<file path="config.mk">
export PLATFORM = sky130hd
export DESIGN_NAME = conv_frame_sequencer
export DESIGN_NICKNAME = d
export VERILOG_FILES = /design/src/rtl/conv_pkg.sv /design/src/rtl/seq_counter.sv /design/src/rtl/conv_frame_sequencer.sv
export SDC_FILE = /design/constraint.sdc
export NUM_CORES = 1
export LEC_CHECK = 0
export ABC_AREA = 1
export CAP_MARGIN = 30
export CORE_ASPECT_RATIO = 0.7
export CORE_MARGIN = 3
export CORE_UTILIZATION = 48
export CTS_BUF_LIST = sky130_fd_sc_hd__clkbuf_4 sky130_fd_sc_hd__clkbuf_8
export CTS_CLUSTER_SIZE = 16
export DETAILED_ROUTE_END_ITERATION = 8
export PLACE_DENSITY_LB_ADDON = 0.1
export SLEW_MARGIN = 10
export SYNTH_ARGS = -nofsm -noshare
export SYNTH_HDL_FRONTEND = slang
export SYNTH_HIERARCHICAL = 1
export SYNTH_SLANG_ARGS = --single-unit
</file>
<file path="constraint.sdc">
create_clock -name clk -period 1.81 [get_ports clk]
set_input_delay 0.362 -clock clk [delete_from_list [all_inputs] [get_ports clk]]
set_output_delay 0.362 -clock clk [all_outputs]
set_load 0.03 [all_outputs]
</file>
<file path="src/rtl/conv_pkg.sv">
// rtl/conv_pkg.sv - shared types, default frame dimensions and width helpers for the conv datapath
package conv_pkg;

  localparam int DEF_DATA_WIDTH = 8;
  localparam int DEF_HEIGHT     = 224;
  localparam int DEF_WIDTH      = 224;
  // A valid (unpadded) 3x3 convolution trims one pixel from every edge.
  localparam int DEF_OUT_COUNT  = (DEF_HEIGHT - 2) * (DEF_WIDTH - 2);

  typedef enum logic [2:0] {
    ST_IDLE,
    ST_LOAD,
    ST_SETTLE,
    ST_STREAM,
    ST_DRAIN
  } seq_state_t;

  // Bits needed to address every pixel of an h x w frame.
  function automatic int addr_width(input int h, input int w);
    return (h * w > 1) ? $clog2(h * w) : 1;
  endfunction

  // Bits needed to hold the values 0..n inclusive.
  function automatic int count_width(input int n);
    return (n > 0) ? $clog2(n + 1) : 1;
  endfunction

endpackage

</file>
<file path="src/rtl/seq_counter.sv">
// rtl/seq_counter.sv - up-counter with clear, load, enable and terminal-count flag
module seq_counter #(
  parameter int               WIDTH    = 8,
  parameter logic [WIDTH-1:0] TERMINAL = '0
) (
  input  logic             clk,
  input  logic             rst_n,
  input  logic             clear,
  input  logic             load,
  input  logic [WIDTH-1:0] load_value,
  input  logic             enable,
  output logic [WIDTH-1:0] count,
  output logic             terminal
);

  // Clear beats load beats enable; the count wraps if enabled past all-ones.
  always_ff @(posedge clk or negedge rst_n) begin
    if (!rst_n) begin
      count <= '0;
    end else if (clear) begin
      count <= '0;
    end else if (load) begin
      count <= load_value;
    end else if (enable) begin
      count <= count + 1'b1;
    end
  end

  assign terminal = (count == TERMINAL);

endmodule

</file>
<file path="src/rtl/conv_frame_sequencer.sv">
// rtl/conv_frame_sequencer.sv - weight load, frame streaming and result counting for the RGB conv layer
module conv_frame_sequencer
  import conv_pkg::*;
#(
  parameter int DATA_WIDTH = DEF_DATA_WIDTH,
  parameter int HEIGHT     = DEF_HEIGHT,
  parameter int WIDTH      = DEF_WIDTH,
  parameter int SETTLE_CYC = 5,
  parameter int OUT_COUNT  = DEF_OUT_COUNT,
  parameter int DRAIN_MAX  = 1024,
  localparam int ADDR_W    = addr_width(HEIGHT, WIDTH),
  localparam int OUT_W     = count_width(OUT_COUNT)
) (
  input  logic                  clk,
  input  logic                  rst_n,
  input  logic                  start,
  input  logic                  abort,
  input  logic                  pause,
  output logic [ADDR_W-1:0]     mem_addr,
  output logic                  mem_rd_en,
  input  logic [DATA_WIDTH-1:0] mem_r,
  input  logic [DATA_WIDTH-1:0] mem_g,
  input  logic [DATA_WIDTH-1:0] mem_b,
  output logic                  load_weight,
  output logic [DATA_WIDTH-1:0] pixel_in_r,
  output logic [DATA_WIDTH-1:0] pixel_in_g,
  output logic [DATA_WIDTH-1:0] pixel_in_b,
  output logic                  pixel_valid,
  input  logic                  conv_valid,
  output logic [OUT_W-1:0]      out_idx,
  output logic                  busy,
  output logic                  done,
  output logic                  timeout
);

  localparam int SET_W = count_width(SETTLE_CYC);
  localparam int DRN_W = count_width(DRAIN_MAX);

  localparam logic [ADDR_W-1:0] ADDR_LAST   = ADDR_W'(HEIGHT * WIDTH - 1);
  localparam logic [SET_W-1:0]  SETTLE_LAST = SET_W'(SETTLE_CYC - 1);
  localparam logic [DRN_W-1:0]  DRAIN_LAST  = DRN_W'(DRAIN_MAX - 1);
  localparam logic [OUT_W-1:0]  OUT_FULL    = OUT_W'(OUT_COUNT);
  localparam logic [OUT_W-1:0]  OUT_LAST    = OUT_W'(OUT_COUNT - 1);

  seq_state_t state_q, state_d;

  logic             start_accept;
  logic             addr_last;
  logic             settle_last;
  logic             drain_last;
  logic             out_full;
  logic             frame_full;
  logic             drain_expired;
  logic             out_count_en;
  logic             in_result_window;
  logic             done_d, timeout_d;
  logic [SET_W-1:0] settle_count;
  logic [DRN_W-1:0] drain_count;
  logic             unused_counts;

  assign unused_counts    = ^{settle_count, drain_count};
  assign start_accept     = (state_q == ST_IDLE) && start && !abort;
  assign in_result_window = (state_q == ST_STREAM) || (state_q == ST_DRAIN);
  assign out_count_en     = conv_valid && in_result_window && !abort && !out_full;
  // The last beat closes the frame in the very cycle it arrives.
  assign frame_full       = out_full || (conv_valid && (out_idx == OUT_LAST));
  // A beat this cycle restarts the idle count, so it can never also expire.
  assign drain_expired    = (state_q == ST_DRAIN) && drain_last && !conv_valid;

  seq_counter #(.WIDTH(ADDR_W), .TERMINAL(ADDR_LAST)) u_addr_counter (
    .clk(clk), .rst_n(rst_n), .clear(start_accept), .load(1'b0), .load_value('0),
    .enable(mem_rd_en), .count(mem_addr), .terminal(addr_last)
  );

  seq_counter #(.WIDTH(SET_W), .TERMINAL(SETTLE_LAST)) u_settle_counter (
    .clk(clk), .rst_n(rst_n), .clear(state_q != ST_SETTLE), .load(1'b0), .load_value('0),
    .enable(state_q == ST_SETTLE), .count(settle_count), .terminal(settle_last)
  );

  seq_counter #(.WIDTH(OUT_W), .TERMINAL(OUT_FULL)) u_out_counter (
    .clk(clk), .rst_n(rst_n), .clear(start_accept), .load(1'b0), .load_value('0),
    .enable(out_count_en), .count(out_idx), .terminal(out_full)
  );

  seq_counter #(.WIDTH(DRN_W), .TERMINAL(DRAIN_LAST)) u_drain_counter (
    .clk(clk), .rst_n(rst_n), .clear((state_q != ST_DRAIN) || conv_valid), .load(1'b0),
    .load_value('0), .enable(state_q == ST_DRAIN), .count(drain_count), .terminal(drain_last)
  );

  // State register.
  always_ff @(posedge clk or negedge rst_n) begin
    if (!rst_n) begin
      state_q <= ST_IDLE;
    end else begin
      state_q <= state_d;
    end
  end

  // Next-state logic; abort overrides every other transition.
  always_comb begin
    state_d = state_q;
    unique case (state_q)
      ST_IDLE:   if (start) state_d = ST_LOAD;
      ST_LOAD:   state_d = ST_SETTLE;
      ST_SETTLE: if (settle_last) state_d = ST_STREAM;
      ST_STREAM: if (mem_rd_en && addr_last) state_d = ST_DRAIN;
      ST_DRAIN:  if (frame_full || drain_expired) state_d = ST_IDLE;
      default:   state_d = ST_IDLE;
    endcase
    if (abort) state_d = ST_IDLE;
  end

  // Moore strobes plus the read request and the end-of-frame pulse conditions.
  always_comb begin
    load_weight = (state_q == ST_LOAD);
    busy        = (state_q != ST_IDLE);
    mem_rd_en   = (state_q == ST_STREAM) && !pause && !abort;
    done_d      = (state_q == ST_DRAIN) && !abort && frame_full;
    timeout_d   = (state_q == ST_DRAIN) && !abort && !frame_full && drain_expired;
  end

  // One-cycle delayed copies: pixel_valid tracks the RAM read latency, done/timeout are pulses.
  always_ff @(posedge clk or negedge rst_n) begin
    if (!rst_n) begin
      pixel_valid <= 1'b0;
      done        <= 1'b0;
      timeout     <= 1'b0;
    end else begin
      pixel_valid <= mem_rd_en;
      done        <= done_d;
      timeout     <= timeout_d;
    end
  end

  // The RAM output register holds the pixel; it is forwarded only while valid.
  always_comb begin
    pixel_in_r = pixel_valid ? mem_r : '0;
    pixel_in_g = pixel_valid ? mem_g : '0;
    pixel_in_b = pixel_valid ? mem_b : '0;
  end

endmodule
</file>
==> results of run 1 <==
final cells by class:
class                      count  area (um^2)
multi-input combinational    532         2710
fill                         661         2120
timing repair buffer         156         1350
sequential                    52         1320
inverter                      94          355
tap                          101          126
clock buffer                   5         68.8
clock inverter                 3         22.5
state kept, by name, summed over array words and instances, names as in the netlist:
name and count:
u_settle_counter/count 3, timeout 1, pixel_valid 1, state_q 3, u_drain_counter/count 11, done 1, u_out_counter/count 16, u_addr_counter/count 16
cells by family after synthesis:
kind of cell / after synthesis
other cells: 1
buf+inv: 109
fa+ha+maj: 6
simple gates: 405
flops: 52
xor+xnor: 15
compound gates: 52
metal layers:
metal  track usage (%)  share of wire (%)
met5                 0                  0
met4              4.64               0.66
met3              4.30                5.4
met2              40.9                 48
met1              36.1                 46
how the worst max path moves through the flow:
stage                from                       to  slack (ps)  depth (start not counted)
5_1_grt        state_q[2]                mem_rd_en        -110                          7
3_5_place_dp        abort   u_out_counter/count[2]        -260                          5
2_1_floorplan  state_q[2]  u_addr_counter/count[1]         -40                          8
3_3_place_gp        abort   u_out_counter/count[2]        -180                          5
4_1_cts        state_q[2]                mem_rd_en        -160                          7
6_report       state_q[2]                mem_rd_en         -40                          7
power by group through the flow:
stage	Clock, mW	Combinational (mW)	Sequential, mW
6_report	0.721	2.94	1.66
5_1_grt	0.795	3.20	1.70
4_1_cts	0.733	2.73	1.61
3_5_place_dp	0	2.85	1.62
3_3_place_gp	0	2.78	1.61
2_1_floorplan	0	1.09	2.14
repair_timing:
action	CTS	global route
cloned	0	1
endpoints found under the hold margin	14	0
pin swaps	2	22
buffers inserted	1	9
resized for setup	40	30
hold buffers	1	0
endpoints found under the setup margin	51	20
cell usage in the layout (no fill, tap or decap), types with 4 or more instances in the layout:
cell type and count:
nand4_1 8, ha_1 5, inv_1 82, nor2_1 108, dfrtp_2 12, nand3_2 10, inv_2 10, o21ai_0 18
buf_4 84, dlygate4sd2_1 31, a21oi_1 4, clkdlybuf4s50_1 29, clkbuf_8 5, nand2_1 195, nand2_2 6, o21ai_1 17
dfrtp_1 40, conb_1 54, nor2_4 9, nor2_2 10, nand3_1 42, xor2_1 13
==> reports/summary.txt, run 1 <==
status = finished with violations
failing checks = setup timing
R2R depth = 9
top-area cell type share of the netlist area = 31.8%
H-tree depth = 2
CTS buffer count = 5
area leader, netlist = dfrtp_1
top cells by area, synth = dfrtp_1, nand2_1, nor2_1, inv_1, nand3_1
first-pass GRT wire length = 20200 um
number of buffers and inverters on the critical path = 4
CP Capture Type = primary output
setup TNS = -62.1 ps
Worst Path Arrival = 1480 ps
Cell Pwr Density = 895 nW/um^2
Clock Pin Slew Worst Setup and Hold Paths = 110 ps
Final Util = 73.7%
fin crit share = 102%
largest net degree at the start of global routing = 39
Nets = 877
CP startpoint kind = register
sequential fraction of the synthesis area = 31.8%
flop-to-flop setup slack = -30 ps
final worst setup slack = -35.2 ps
GP Congestion = 0.876
R2R Path End = u_out_counter/count[4]
kind of critical path = register to primary output
Final Hold Vio Count = 0
Area growth syn-to-layout = 45.4%
Syn. warnings = 6
HP Class = input pin to asynchronous set/reset pin
drt wl/cell = 13.2 um
hold slack final = 476 ps
via count = 4660
Synth Cell Area = 4090 um^2
vias in the first global route = 4311
Sw Ratio = 46.9%
Post-route DRC = 0
full die area = 9690 um^2
Switching Power = 2.50 mW
slowest cell delay on critical path = 420 ps
Die Width = 116 um
Leak = 3.33 nW
Int Pwr = 2.83 mW
combinational group share of total power = 55.3%
Commonest cells post-synth = nand2_1, nor2_1, inv_1
post-route insts no fill = 943
mean area per synthesized cell = 6.39 um^2
core area = 8070 um^2
Max Slew Vio Count = 0
crit-path leading delay family = flip-flops
max frequency = 542 MHz
Post-DP HPWL = 9190 um
mux cell area share after synthesis = 0%
fin crit period = 1850 ps
vias per inst = 4.94
Synth Area in XOR/XNOR = 3.21%
asr flop ratio synth = 100%
sequential power share = 31.2%
Skew-Pair Late Insertion Delay = 320 ps
layout cells sized above 1 = 21.6%
DRT Pass-1 Iters = 5
main combinational cell family by area after synthesis = simple AND/OR/NAND/NOR gates
clk sink count = 52
Power, Total = 5.33 mW
synthesis-stage register bit count = 52
placed insts = 923
Adder-Cell Fraction of Synth Area = 1.83%
clock power share = 13.5%
Setup violations, final = 2
WL final = 12500 um
most frequent cell after synthesis = nand2_1
Initial Util = 50.7%
Rows = 27
Buffers on Ports = 91
Overflow after GRT = 0
Max VDD drop = 604 uV
placed instance area = 5630 um^2
CTS root buffer = clkbuf_8
post-route cell area = 5950 um^2
initial antenna violation count = 0
die height = 83.3 um
ys flop type = dfrtp_1
CTS tree = built
RSZ-0062 raised after global routing = yes
Compound-Gate Fraction of Synth Area = 7.77%
Max Cap Viol = 0
worst r2r src = u_out_counter/count[9]
Cells after Synth = 640
simple-gate share of the synthesized area = 44.1%
IO Count = 92
WP data required = 1450 ps
Starting DRT DRC Count = 416
Critical Path Fanout Max = 2
Place WS = -263 ps
clk buf depth = 2
post-synth cell types = 39
CP Cell Sequence = inv_2 > nand3_4 > nor2_4 > inv_2 > nor2_4 > buf_6 > buf_6
Global Route Usage Sum = 25.4%
Routed Antenna Nets = 0
Post-synth EDFFs = 0
clk_skew = 10.2 ps
CP max-delay cell = dfrtp_1
n_diodes = 0
Note: power is estimated with default switching activity, not from simulation.
==> run 2, diff against run 1 <==
--- a/constraint.sdc
+++ b/constraint.sdc
@@ -3,2 +3,2 @@
 set_output_delay 0.362 -clock clk [all_outputs]
-set_load 0.03 [all_outputs]
+set_load 0.02 [all_outputs]
==> reports/summary.txt, run 2 (synthesized netlist as in run 1, its figures left out) <==
status = finished with violations
Area growth syn-to-layout = 49.6%
IO Count = 92
Final Util = 75.8%
CP startpoint kind = register
clk sink count = 52
Skew-Pair Late Insertion Delay = 310 ps
Setup violations, final = 16
Worst Path Arrival = 2120 ps
Final Hold Vio Count = 0
Leak = 3.59 nW
final worst setup slack = -122 ps
first-pass GRT wire length = 21200 um
setup TNS = -955 ps
CP max-delay cell = a2111oi_4
commonest non-fill, non-tap cell in the layout = nand2_1
fin crit share = 107%
CTS tree = built
commonest non-fill, non-tap cells in the layout = nand2_1, nor2_1, inv_1
failing checks = setup timing
vias per inst = 5.05
CP Capture Type = register
clk_skew = 6.53 ps
largest net degree at the start of global routing = 32
Worst Tran Pin Value = 542 ps
Slew headroom = 63.9%
Cell Pwr Density = 860 nW/um^2
CP dominant cell by count = buf_4
Max Cap Viol = 0
Nets = 887
Initial Util = 50.7%
Routed Antenna Nets = 0
fin crit period = 1930 ps
die height = 83.3 um
cts hold-fix bufs = 0
WL final = 13000 um
Place WS = -398 ps
clk buf depth = 2
full die area = 9690 um^2
core area = 8070 um^2
GP Congestion = 0.923
CTS buffer count = 5
initial antenna violation count = 0
HP Class = input pin to asynchronous set/reset pin
Clock Pin Slew Worst Setup and Hold Paths = 90 ps
RSZ-0062 raised after global routing = yes
Critical Path Fanout Max = 3
vias in the first global route = 4542
Die Width = 116 um
WP data required = 2000 ps
CTS root buffer = clkbuf_8
max frequency = 518 MHz
number of buffers and inverters on the critical path = 4
layout cells sized above 1 = 19.7%
fill cell count = 603
Post-DP HPWL = 9500 um
crit-path leading delay family = compound AO/OA/AOI/OAI gates
post-route insts no fill = 952
placed insts = 931
drt wl/cell = 13.6 um
Max VDD drop = 694 uV
Post-route DRC = 0
Top Registers = u_addr_counter/count: 16 flops, u_out_counter/count: 16 flops, u_drain_counter/count: 11 flops
Starting DRT DRC Count = 305
Global Route Usage Sum = 26.8%
Overflow after GRT = 0
n_diodes = 0
Max Slew Vio Count = 0
kind of critical path = register to register
via count = 4809
H-tree depth = 2
Buffers on Ports = 91
slowest cell delay on critical path = 570 ps
CP Cell Sequence = buf_4 > nand3_2 > buf_4 > a2111oi_4 > nor3_2 > buf_4 > buf_6 > nand2_2 > o31ai_1
DRT Pass-1 Iters = 4
Rows = 27
==> run 2: changes by cell type in the layout (fill, tap and decap cells not counted), moves of 3 or more <==
cell,before,now
nor2_2,10,17
nand2_2,6,9
dlymetal6s2s_1,2,20
buf_6,2,7
buf_4,84,65
dfrtp_1,40,49
dfrtp_2,12,3
clkdlybuf4s50_1,29,33
nor2_1,108,100
==> run 2: path summary, 6_finish.rpt <==
| path | from | end | slack (ps) | depth (start not counted) |
|---|---|---|---|---|
| max | state_q[0] | u_out_counter/count[2] | -120 | 9 |
| min | rst_n | u_out_counter/count[8] | 20 | 1 |
| max reg2reg | state_q[0] | u_out_counter/count[2] | -120 | 9 |
| min reg2reg | u_drain_counter/count[10] | u_drain_counter/count[10] | 520 | 2 |
| max in group asynchronous | rst_n | u_addr_counter/count[13] | 1240 | 2 |
| min in group clk | abort | state_q[2] | 500 | 4 |
==> run 2: timing repair <==
item,CTS,global route
pin swaps,12,18
gates resized for setup,62,49
endpoints found under the setup margin,50,60
buffers inserted,11,4
cloned,1,0
==> run 2: area by class of cell <==
cell class	count	area [um^2]	share of cell area, %
well taps	101	126	2.06
flip-flops and latches	52	1310	21.3
multi-input cells	533	2720	44.4
repair buffers	165	1530	24.9
clock inverters	1	5.00	0.0817
inverters	94	363	5.93
clock buffers	6	76.3	1.25
==> run 2: layer usage <==
| layer | GRT usage, % | part of all wire (%) | vias up |
|---|---|---|---|
| met1 | 37.3 | 43 | 2202 |
| met2 | 43.4 | 46 | 231 |
| li1 | - | - | 2350 |
| met4 | 6.32 | 1.6 | 0 |
| met5 | 0 | 0 | - |
| met3 | 4.37 | 9.8 | 26 |
==> run 2: power by group <==
part | switching, mW | internal, mW | total [mW]
clock network | 0.385 | 0.279 | 0.665
registers | 0.211 | 1.39 | 1.61
logic | 1.67 | 1.32 | 2.99
==> run 2: through the flow <==
stage	power (mW)	cell area, um^2	hold WS (ps)
CTS	5.13	5940	31.5
global route	5.62	6120	48.9
finish	5.26	6120	24.2
global placement	4.27	5740	368
detailed placement	4.35	5740	370
floorplan	3.04	4330	66.4
